===== src/rtl/dut_arb_pkg.sv =====
// rtl/dut_arb_pkg.sv - shared types and helpers for the requester arbiter
//
// Purpose: FSM state type and the modulo-N pointer increment used by the
// arbiter and its rotating-priority picker.
// Ports: none (package).
package dut_arb_pkg;

  typedef enum logic {
    ARB_IDLE = 1'b0,
    ARB_LOCK = 1'b1
  } arb_state_e;

  // Next index after ptr, wrapping n-1 back to 0.
  function automatic int rr_next(input int ptr, input int n);
    return (ptr + 1 >= n) ? 0 : ptr + 1;
  endfunction

endpackage


===== src/rtl/dut_req_arbiter_rr_pick.sv =====
// rtl/dut_req_arbiter_rr_pick.sv - rotating-priority encoder for the arbiter
//
// Purpose: returns the first asserted request found when searching from
// ptr_i upward, wrapping modulo N.
// Ports:
//   req_i    in   N   request vector
//   ptr_i    in   W   index holding highest priority
//   idx_o    out  W   selected index (0 when nothing requested)
//   found_o  out  1   at least one request asserted
module rr_pick
  import dut_arb_pkg::*;
#(
  parameter int N = 4,
  parameter int W = 2
) (
  input  logic [N-1:0] req_i,
  input  logic [W-1:0] ptr_i,
  output logic [W-1:0] idx_o,
  output logic         found_o
);

  int cand;

  always_comb begin
    idx_o   = '0;
    found_o = 1'b0;
    cand    = int'(ptr_i);
    for (int k = 0; k < N; k++) begin
      if (!found_o && req_i[W'(cand)]) begin
        idx_o   = W'(cand);
        found_o = 1'b1;
      end
      cand = rr_next(cand, N);
    end
  end

endmodule


===== src/rtl/dut_req_arbiter.sv =====
// rtl/dut_req_arbiter.sv - packet-granular round-robin arbiter in front of dut_top
//
// Purpose: shares one valid/ready stimulus port among NUM_REQ requesters.
// A grant is held for a whole packet (until the beat with req_last) or until
// the idle watchdog releases it. Output is a single registered beat stage.
// Ports:
//   clk, rst      clock, synchronous active-high reset
//   req_valid/req_last/req_data   per-requester beat inputs (data packed i*DATA_W)
//   req_ready     per-requester beat accept (combinational)
//   out_valid/out_data/out_last/out_id   registered beat toward dut_top
//   out_ready     dut_top accepts beat
//   timeout_err   one-cycle pulse when the watchdog forces a release
//   busy          locked on a requester or holding an output beat
module dut_req_arbiter
  import dut_arb_pkg::*;
#(
  parameter  int NUM_REQ      = 4,
  parameter  int DATA_W       = 32,
  parameter  int IDLE_TIMEOUT = 64,
  localparam int ID_W         = $clog2(NUM_REQ)
) (
  input  logic                      clk,
  input  logic                      rst,
  input  logic [NUM_REQ-1:0]        req_valid,
  input  logic [NUM_REQ-1:0]        req_last,
  input  logic [NUM_REQ*DATA_W-1:0] req_data,
  output logic [NUM_REQ-1:0]        req_ready,
  output logic                      out_valid,
  output logic [DATA_W-1:0]         out_data,
  output logic                      out_last,
  output logic [ID_W-1:0]           out_id,
  input  logic                      out_ready,
  output logic                      timeout_err,
  output logic                      busy
);

  localparam int CNT_W = (IDLE_TIMEOUT > 1) ? $clog2(IDLE_TIMEOUT) : 1;

  arb_state_e        state_q, state_d;
  logic [ID_W-1:0]   grant_q, grant_d;
  logic [ID_W-1:0]   rr_ptr_q, rr_ptr_d;
  logic [CNT_W-1:0]  idle_cnt_q, idle_cnt_d;
  logic              out_valid_q, out_valid_d;
  logic [DATA_W-1:0] out_data_q, out_data_d;
  logic              out_last_q, out_last_d;
  logic [ID_W-1:0]   out_id_q, out_id_d;
  logic              timeout_q, timeout_d;

  logic [ID_W-1:0]   pick_idx;
  logic              pick_found;
  logic              out_free;
  logic              accept;
  logic              grant_valid;
  logic              grant_last;
  logic [DATA_W-1:0] grant_data;
  logic [ID_W-1:0]   grant_inc;

  rr_pick #(.N(NUM_REQ), .W(ID_W)) u_pick (
    .req_i   (req_valid),
    .ptr_i   (rr_ptr_q),
    .idx_o   (pick_idx),
    .found_o (pick_found)
  );

  // The output stage can take a beat when empty or draining this cycle.
  assign out_free    = !out_valid_q || out_ready;
  assign grant_valid = req_valid[grant_q];
  assign grant_last  = req_last[grant_q];
  assign grant_inc   = ID_W'(rr_next(int'(grant_q), NUM_REQ));
  assign accept      = (state_q == ARB_LOCK) && grant_valid && out_free;

  always_comb begin
    grant_data = '0;
    for (int i = 0; i < NUM_REQ; i++) begin
      if (grant_q == ID_W'(i)) grant_data = req_data[i*DATA_W +: DATA_W];
    end
  end

  always_comb begin
    req_ready = '0;
    if (state_q == ARB_LOCK) req_ready[grant_q] = out_free;
  end

  always_comb begin
    state_d     = state_q;
    grant_d     = grant_q;
    rr_ptr_d    = rr_ptr_q;
    idle_cnt_d  = idle_cnt_q;
    out_valid_d = out_valid_q && !out_ready;
    out_data_d  = out_data_q;
    out_last_d  = out_last_q;
    out_id_d    = out_id_q;
    timeout_d   = 1'b0;
    case (state_q)
      ARB_IDLE: begin
        idle_cnt_d = '0;
        if (pick_found) begin
          grant_d = pick_idx;
          state_d = ARB_LOCK;
        end
      end
      ARB_LOCK: begin
        if (accept) begin
          out_valid_d = 1'b1;
          out_data_d  = grant_data;
          out_last_d  = grant_last;
          out_id_d    = grant_q;
          idle_cnt_d  = '0;
          if (grant_last) begin
            rr_ptr_d = grant_inc;
            state_d  = ARB_IDLE;
          end
        end else if (!grant_valid && (IDLE_TIMEOUT != 0)) begin
          // Only a silent grantee counts as idle; a stalled valid does not.
          if (idle_cnt_q == CNT_W'(IDLE_TIMEOUT - 1)) begin
            timeout_d  = 1'b1;
            rr_ptr_d   = grant_inc;
            state_d    = ARB_IDLE;
            idle_cnt_d = '0;
          end else begin
            idle_cnt_d = idle_cnt_q + 1'b1;
          end
        end
      end
      default: state_d = ARB_IDLE;
    endcase
  end

  always_ff @(posedge clk) begin
    if (rst) begin
      state_q     <= ARB_IDLE;
      grant_q     <= '0;
      rr_ptr_q    <= '0;
      idle_cnt_q  <= '0;
      out_valid_q <= 1'b0;
      out_data_q  <= '0;
      out_last_q  <= 1'b0;
      out_id_q    <= '0;
      timeout_q   <= 1'b0;
    end else begin
      state_q     <= state_d;
      grant_q     <= grant_d;
      rr_ptr_q    <= rr_ptr_d;
      idle_cnt_q  <= idle_cnt_d;
      out_valid_q <= out_valid_d;
      out_data_q  <= out_data_d;
      out_last_q  <= out_last_d;
      out_id_q    <= out_id_d;
      timeout_q   <= timeout_d;
    end
  end

  assign out_valid   = out_valid_q;
  assign out_data    = out_data_q;
  assign out_last    = out_last_q;
  assign out_id      = out_id_q;
  assign timeout_err = timeout_q;
  assign busy        = (state_q == ARB_LOCK) || out_valid_q;

endmodule


===== config.mk =====
export PLATFORM = sky130hd
export DESIGN_NAME = dut_req_arbiter
export DESIGN_NICKNAME = d
export VERILOG_FILES = /design/src/rtl/dut_arb_pkg.sv /design/src/rtl/dut_req_arbiter_rr_pick.sv /design/src/rtl/dut_req_arbiter.sv
export SDC_FILE = /design/constraint.sdc
export NUM_CORES = 1
export LEC_CHECK = 0
export ABC_AREA = 0
export CAP_MARGIN = 15
export CORE_UTILIZATION = 25
export DETAILED_ROUTE_END_ITERATION = 8
export PLACE_DENSITY = 0.65
export SETUP_SLACK_MARGIN = 0.2
export SYNTH_ARGS = -nofsm -noshare
export SYNTH_HDL_FRONTEND = slang
export SYNTH_HIERARCHICAL = 1
export SYNTH_SLANG_ARGS = --single-unit
export TNS_END_PERCENT = 30

===== constraint.sdc =====
create_clock -name clk -period 4.6 [get_ports clk]
set_input_delay 0.69 -clock clk [delete_from_list [all_inputs] [get_ports clk]]
set_output_delay 0.69 -clock clk [all_outputs]
set_load 0.01 [all_outputs]

* After elaboration in Yosys (flattened, before gate mapping)
Index checks and enable logic that the tools add are counted.
Word-level totals: word-level logic and storage cells 105, bits in registers 48
Operators by class: eq/ne operators 7, add/sub/neg operators 5, multiplexer cells 52, reduce and logical (&&, ||, !) cells 20, bitwise logic cells 2, magnitude comparators 10
Operators with widths (count):
- two-way mux 32 bit | 6
- >= comparator 32 x 4 -> 1 bit (second input constant) | 3
- adder 32 x 2 -> 32 bit (second input constant) | 2
- two-way mux 1 bit | 23
- two-way mux 2 bit | 10
- two-way mux 6 bit | 3
- less-than comparator 2 x 4 -> 1 bit (second input constant) | 4
- binary-select mux 1 bit (select 2 bit) | 6
- case mux 6 bit (2 select lines) | 1
- logical AND 1 bit | 7
- adder 2 x 1 -> 3 bit (second input constant) | 2
- adder 6 x 1 -> 6 bit (second input constant) | 1
- == test 6 bit (second input constant) | 1
- zero test 1 bit | 5
- bitwise AND 4 bit | 1
- == test 2 bit (second input constant) | 2
- two-way mux 4 bit | 1
- AND reduction 2 bit | 2
- AND reduction 4 bit | 1
- OR reduction 4 bit | 1
- >= comparator 3 bit (second input constant) | 1
- less-than comparator 2 x 3 -> 1 bit (second input constant) | 1
- != test 3 bit (second input constant) | 1
- demux 1 bit (select 2 bit) | 1
- other kinds (9) | 10

* Logic depth before layout (Yosys ltp)
depth in word-level cells 16, depth in mapped cells 12

* Hierarchy
The synthesis kept the hierarchy.
Modules (own cells, without submodules):
- dut_req_arbiter | cells an instance 398, instances 1, area each 3274.4 um2
- rr_pick | cells an instance 44, instances 1, area each 297.8 um2

* Worst setup path before layout
OpenSTA, ideal clock, no wires.
path type flip-flop to flip-flop, start point register rr_ptr_q[0], end point register state_q, library setup time 0.128 ns, path slack 2.366 ns, arrival 2.107 ns, path buffers 1, period minus slack after synthesis 2.234 ns, data required time 4.472 ns, stages on the path, launching flop included 12, path through dfxtp_1 > inv_1 > ha_1 > buf_2 > mux2i_1 > o22ai_1 > or3_1 > nor2_1 > nand2_1 > nor2b_1 > a31oi_1 > nor2_1
On the way: word-level cells in the longest chain between the ends 16
RTL lines:
- start: declaration | RTL line dut_req_arbiter.sv:41 | logic [ID_W-1:0] rr_ptr_q, rr_ptr_d;
- start signal: assignment | RTL line dut_req_arbiter.sv:143 | rr_ptr_q <= rr_ptr_d;
- adder 2 x 1 -> 3 bit | RTL line dut_arb_pkg.sv:15 | return (ptr + 1 >= n) ? 0 : ptr + 1;
- >= comparator 32 x 4 -> 1 bit | RTL line dut_arb_pkg.sv:15
- two-way mux 32 bit | RTL line dut_arb_pkg.sv:15
- adder 32 x 2 -> 32 bit or binary-select mux 1 bit (select 2 bit) (tied branches) | RTL line dut_arb_pkg.sv:15, dut_req_arbiter_rr_pick.sv:29
- >= comparator 32 x 4 -> 1 bit or two-way mux 1 bit (tied branches) | RTL line dut_arb_pkg.sv:15, dut_req_arbiter_rr_pick.sv:29
- two-way mux 32 bit or two-way mux 1 bit (tied branches) | RTL line dut_arb_pkg.sv:15, dut_req_arbiter_rr_pick.sv:29
- adder 32 x 2 -> 32 bit (tied with other cells) | RTL line dut_arb_pkg.sv:15
- >= comparator 32 x 4 -> 1 bit or two-way mux 1 bit (tied branches) | RTL line dut_arb_pkg.sv:15, dut_req_arbiter_rr_pick.sv:29
- two-way mux 2 bit (tied with other cells) | RTL line dut_arb_pkg.sv:15
- binary-select mux 1 bit (select 2 bit) or logical AND 1 bit (tied branches) | RTL line dut_req_arbiter_rr_pick.sv:29 | if (!found_o && req_i[W'(cand)]) begin
- two-way mux 1 bit (implied by the code) | RTL line dut_req_arbiter_rr_pick.sv:29
- two-way mux 1 bit (implied by the code) or zero test 1 bit (tied branches) | RTL line dut_req_arbiter_rr_pick.sv:29
- logical AND 1 bit | RTL line dut_req_arbiter_rr_pick.sv:29
- two-way mux 1 bit * | RTL line dut_req_arbiter_rr_pick.sv:29
- net pick_found | RTL line dut_req_arbiter.sv:50 | logic pick_found;
- two-way mux 1 bit * | RTL line dut_req_arbiter.sv:97 | if (pick_found) begin
- case mux 1 bit (2 select lines) * | RTL line dut_req_arbiter.sv:94 | case (state_q)
- end signal: assignment | RTL line dut_req_arbiter.sv:141 | state_q <= state_d;
- end: declaration | RTL line dut_req_arbiter.sv:39 | arb_state_e state_q, state_d;
Mark *: on every way through the listed nets, which the timed path passes. The rest lies on a longest branch. The select of a mux whose other input is x is not followed. A chain may end at the register's enable or synchronous reset.

* Final worst setup path
start point input out_ready, end point output req_ready[2]
On the way: word-level cells in the longest chain between the ends 3
RTL lines:
- start: declaration | RTL line dut_req_arbiter.sv:32 | input logic out_ready,
- logical OR 1 bit | RTL line dut_req_arbiter.sv:66 | assign out_free = !out_valid_q || out_ready;
- bitwise AND 4 bit (no line)
- two-way mux 4 bit | RTL line dut_req_arbiter.sv:81 | if (state_q == ARB_LOCK) req_ready[grant_q] = out_free;
- end: declaration | RTL line dut_req_arbiter.sv:27 | output logic [NUM_REQ-1:0] req_ready,
Every way passes these cells.

==> metrics <==
end point of the most critical hold path=out_last; post-CTS setup repair buffer count=0; dominant cells by area after synthesis=sky130_fd_sc_hd__dfxtp_1 (27%), sky130_fd_sc_hd__nor2b_1 (12%), sky130_fd_sc_hd__o311a_1 (9.0%), sky130_fd_sc_hd__a221oi_1 (7.8%), sky130_fd_sc_hd__nor3_2 (7.6%); cell at the root of the clock tree=sky130_fd_sc_hd__clkbuf_16; Inserted Clock Buffers=5; WL per Instance=16.33 um; placeable core region=0.01393 sq mm; violation count after the first detailed-route iteration=~250; depth of the CTS H-tree=2; IO Count=181; sink count of the clock tree=48; remaining global-route overflow=0; Hold Path Cell Cnt=2; Worst EP required=just under 4000 ps; total of endpoints with negative setup slack in the final report=0; Reg2Reg Launch Point=rr_ptr_q[0]; maximum fanout along the worst path=10; actual slew at the worst max-slew pin=695.6 ps; Tcrit/Tclk final=0.6524; max-slew violation total from the final report=0; area fraction of the dominant cell type after synthesis=0.2690; Worst R2R Path Depth=9; post-synthesis cell count=~440; clock tree from TritonCTS=done; antenna diode count=0; vias after detailed routing=3908; number of global-route vias before repair=3665; proportion of layout cells with a drive suffix above 1=0.08784; maximum number of pins on one net before global-route repair=67; cell area after layout=0.005567 sq mm; max-cap violation count=0; starting density of the core=0.2564; classification of the worst setup path=in -> out; setup skew after layout=6.105 ps; final count of hold timing violations=0; Final Wtd Congestion=0.8387; sequential area share after synthesis=0.2690; CTS max path bufs=2; slowest cell delay on critical path=590 ps; Setup crit start=out_ready; distinct cell type count of the synthesized netlist=between 40 and 50; Worst Min Path Start=out_last; setup slack, reg-to-reg=2000 ps; Syn-to-layout area delta=55.83%; leakage dissipation=2.073 nW; Reg-to-Reg End=grant_q[0]; Detail Route Antenna Nets=0; netlist area before placement=0.003572 sq mm; Crit-path slowest cell=sky130_fd_sc_hd__clkdlybuf4s50_1; critical path startpoint category=input port; Post-Synthesis Net Count=about 590; clk_lat worst skew=300 ps; DRT Wirelength=12610 um; setup_tns=0 ps; element type at the critical path end=output pin; instance area after placement=0.005413 sq mm; data arrival time of the critical path=around 2300 ps; VDD IR max=roughly 0.13 mV; type of the most critical hold path=reg -> reg; PostCTS Resize Cnt=0; critical-path cell list=clkdlybuf4s50_1, nand2b_1, and3_1, clkdlybuf4s50_1; status=complete, no violations; number of buffers added to fix hold violations after cts=0; first-pass iteration count of the detailed router=5; Avg Synthesized Cell Area=8.082 sq um; Max Fclk=333.2 MHz; DRC violation count after routing=0; Cell Rows=43; via count normalized by instance count=5.062; total routing usage reported by global routing=0.1650; die area=around 0.015 sq mm; cell type contributing the most total cell area after synthesis=sky130_fd_sc_hd__dfxtp_1; worst setup timing slack at the placement stage=1293 ps; most used cell, CP=sky130_fd_sc_hd__clkdlybuf4s50_1; min setup slack post-route=around 1600 ps; proportion of register bits with asynchronous set or reset after synthesis=0; total power density per cell area=between 300 and 400 mW/mm^2; top_reg_cell synth=sky130_fd_sc_hd__dfxtp_1; number of antenna violations at the first check in global routing=0; half-perimeter wire length of the detailed placement result=8912 um; flip-flop and latch count after synthesis=48; Die Ht=121.5 um; headroom to the max-slew limit=0.5363; clock slew seen by the registers of the worst setup and hold paths=70 ps; number of enable-type register cells in the synthesized netlist=0; clock period minus final worst setup slack=~3000 ps; most instantiated cells after synthesis=sky130_fd_sc_hd__nor2b_1 (66), sky130_fd_sc_hd__nor2_1 (51), sky130_fd_sc_hd__dfxtp_1 (48); final layout net count=about 740; most frequent cell after synthesis=sky130_fd_sc_hd__nor2b_1; Syn. warnings=6; Die Wd=121.5 um; PortBufs=180; unrepaired setup endpoints after global routing=false; first-pass GRT wire length=~19000 um
[logic make-up after synthesis]
group | count (synthesis) | synth area share
DFF | 48 | 0.2690
buffers and inverters | 51 | 0.07320
adders and majority gates | 7 | 0.02452
muxes | 11 | 0.04238
AOI/OAI and AO/OA | 103 | 0.2350
and+or+nand+nor | 222 | 0.3559
[worst max-delay path, delay by kind of cell]
| family | cells | cell delay [ps] |
|---|---|---|
| and+or+nand+nor | 2 | 550 |
| buffers and inverters | 2 | 1070 |
[routing by layer]
metal	track usage	share of wire	routed length [um]
met5	0	0	0
met3	0.03371	0.067	849
met1	0.1953	0.42	5313
met2	0.2933	0.49	6193
met4	0.05787	0.020	250
[registers in the layout, indices dropped and copies added (netlist names)]
signal       cells
timeout_err      1
rr_ptr_q         2
out_data        32
out_last         1
grant_q          2
out_valid        1
out_id           2
idle_cnt_q       6
state_q          1
[stage by stage]
step                cells  hold WS, ps  utilization  total power, mW
finish                772        483.0       0.3995            1.722
CTS                   772        484.3       0.3995            1.753
global route          772        507.9       0.3995            1.851
floorplan             442        466.7            -            1.024
detailed placement    764        471.7       0.3884            1.348
global placement      764        473.1       0.3884            1.328
[power breakdown]
group	total (mW)	internal [mW]	switching, mW
sequential	0.516	0.472	0.0444
combinational	0.814	0.413	0.401
clock	0.392	0.217	0.175
[cell usage in the layout (no fill, tap or decap), types with 2 or more instances in the layout]
cell	n
sky130_fd_sc_hd__clkdlybuf4s50_1	179
sky130_fd_sc_hd__nor2b_1	66
sky130_fd_sc_hd__nor2_1	51
sky130_fd_sc_hd__dfxtp_1	48
sky130_fd_sc_hd__nand2_1	41
sky130_fd_sc_hd__a221oi_1	32
sky130_fd_sc_hd__o311a_1	32
sky130_fd_sc_hd__nor3_2	27
sky130_fd_sc_hd__a21oi_1	11
sky130_fd_sc_hd__nor3_1	10
sky130_fd_sc_hd__o21ai_0	9
sky130_fd_sc_hd__mux2i_1	8
sky130_fd_sc_hd__inv_1	7
sky130_fd_sc_hd__a31oi_1	7
sky130_fd_sc_hd__buf_4	6
sky130_fd_sc_hd__and3_1	5
sky130_fd_sc_hd__clkbuf_16	5
sky130_fd_sc_hd__ha_1	4
sky130_fd_sc_hd__nand2b_1	3
sky130_fd_sc_hd__and4_1	3
sky130_fd_sc_hd__nand3_1	3
sky130_fd_sc_hd__ha_2	3
sky130_fd_sc_hd__or2_2	2
sky130_fd_sc_hd__mux4_2	2
sky130_fd_sc_hd__a211oi_1	2
sky130_fd_sc_hd__clkinvlp_4	2
sky130_fd_sc_hd__a21o_1	2
[worst max path at each step]
stage	end	slack, ps
floorplan	state_q	2370
global placement	out_data[29]	1420
detailed placement	out_data[15]	1290
CTS	req_ready[2]	1590
global route	out_data[26]	1470
finish	req_ready[2]	1600
[final cells by class]
type	count	area, sq um
Clock buffer	6	138.9
Inverter	7	26.28
Clock inverter	2	15.01
Fill cell	1404	8368
Tap cell	180	225.2
Timing Repair Buffer	186	1842
Multi-Input combinational cell	343	2359
Sequential cell	48	960.9
No activity file was read; power rests on OpenSTA's default activity.
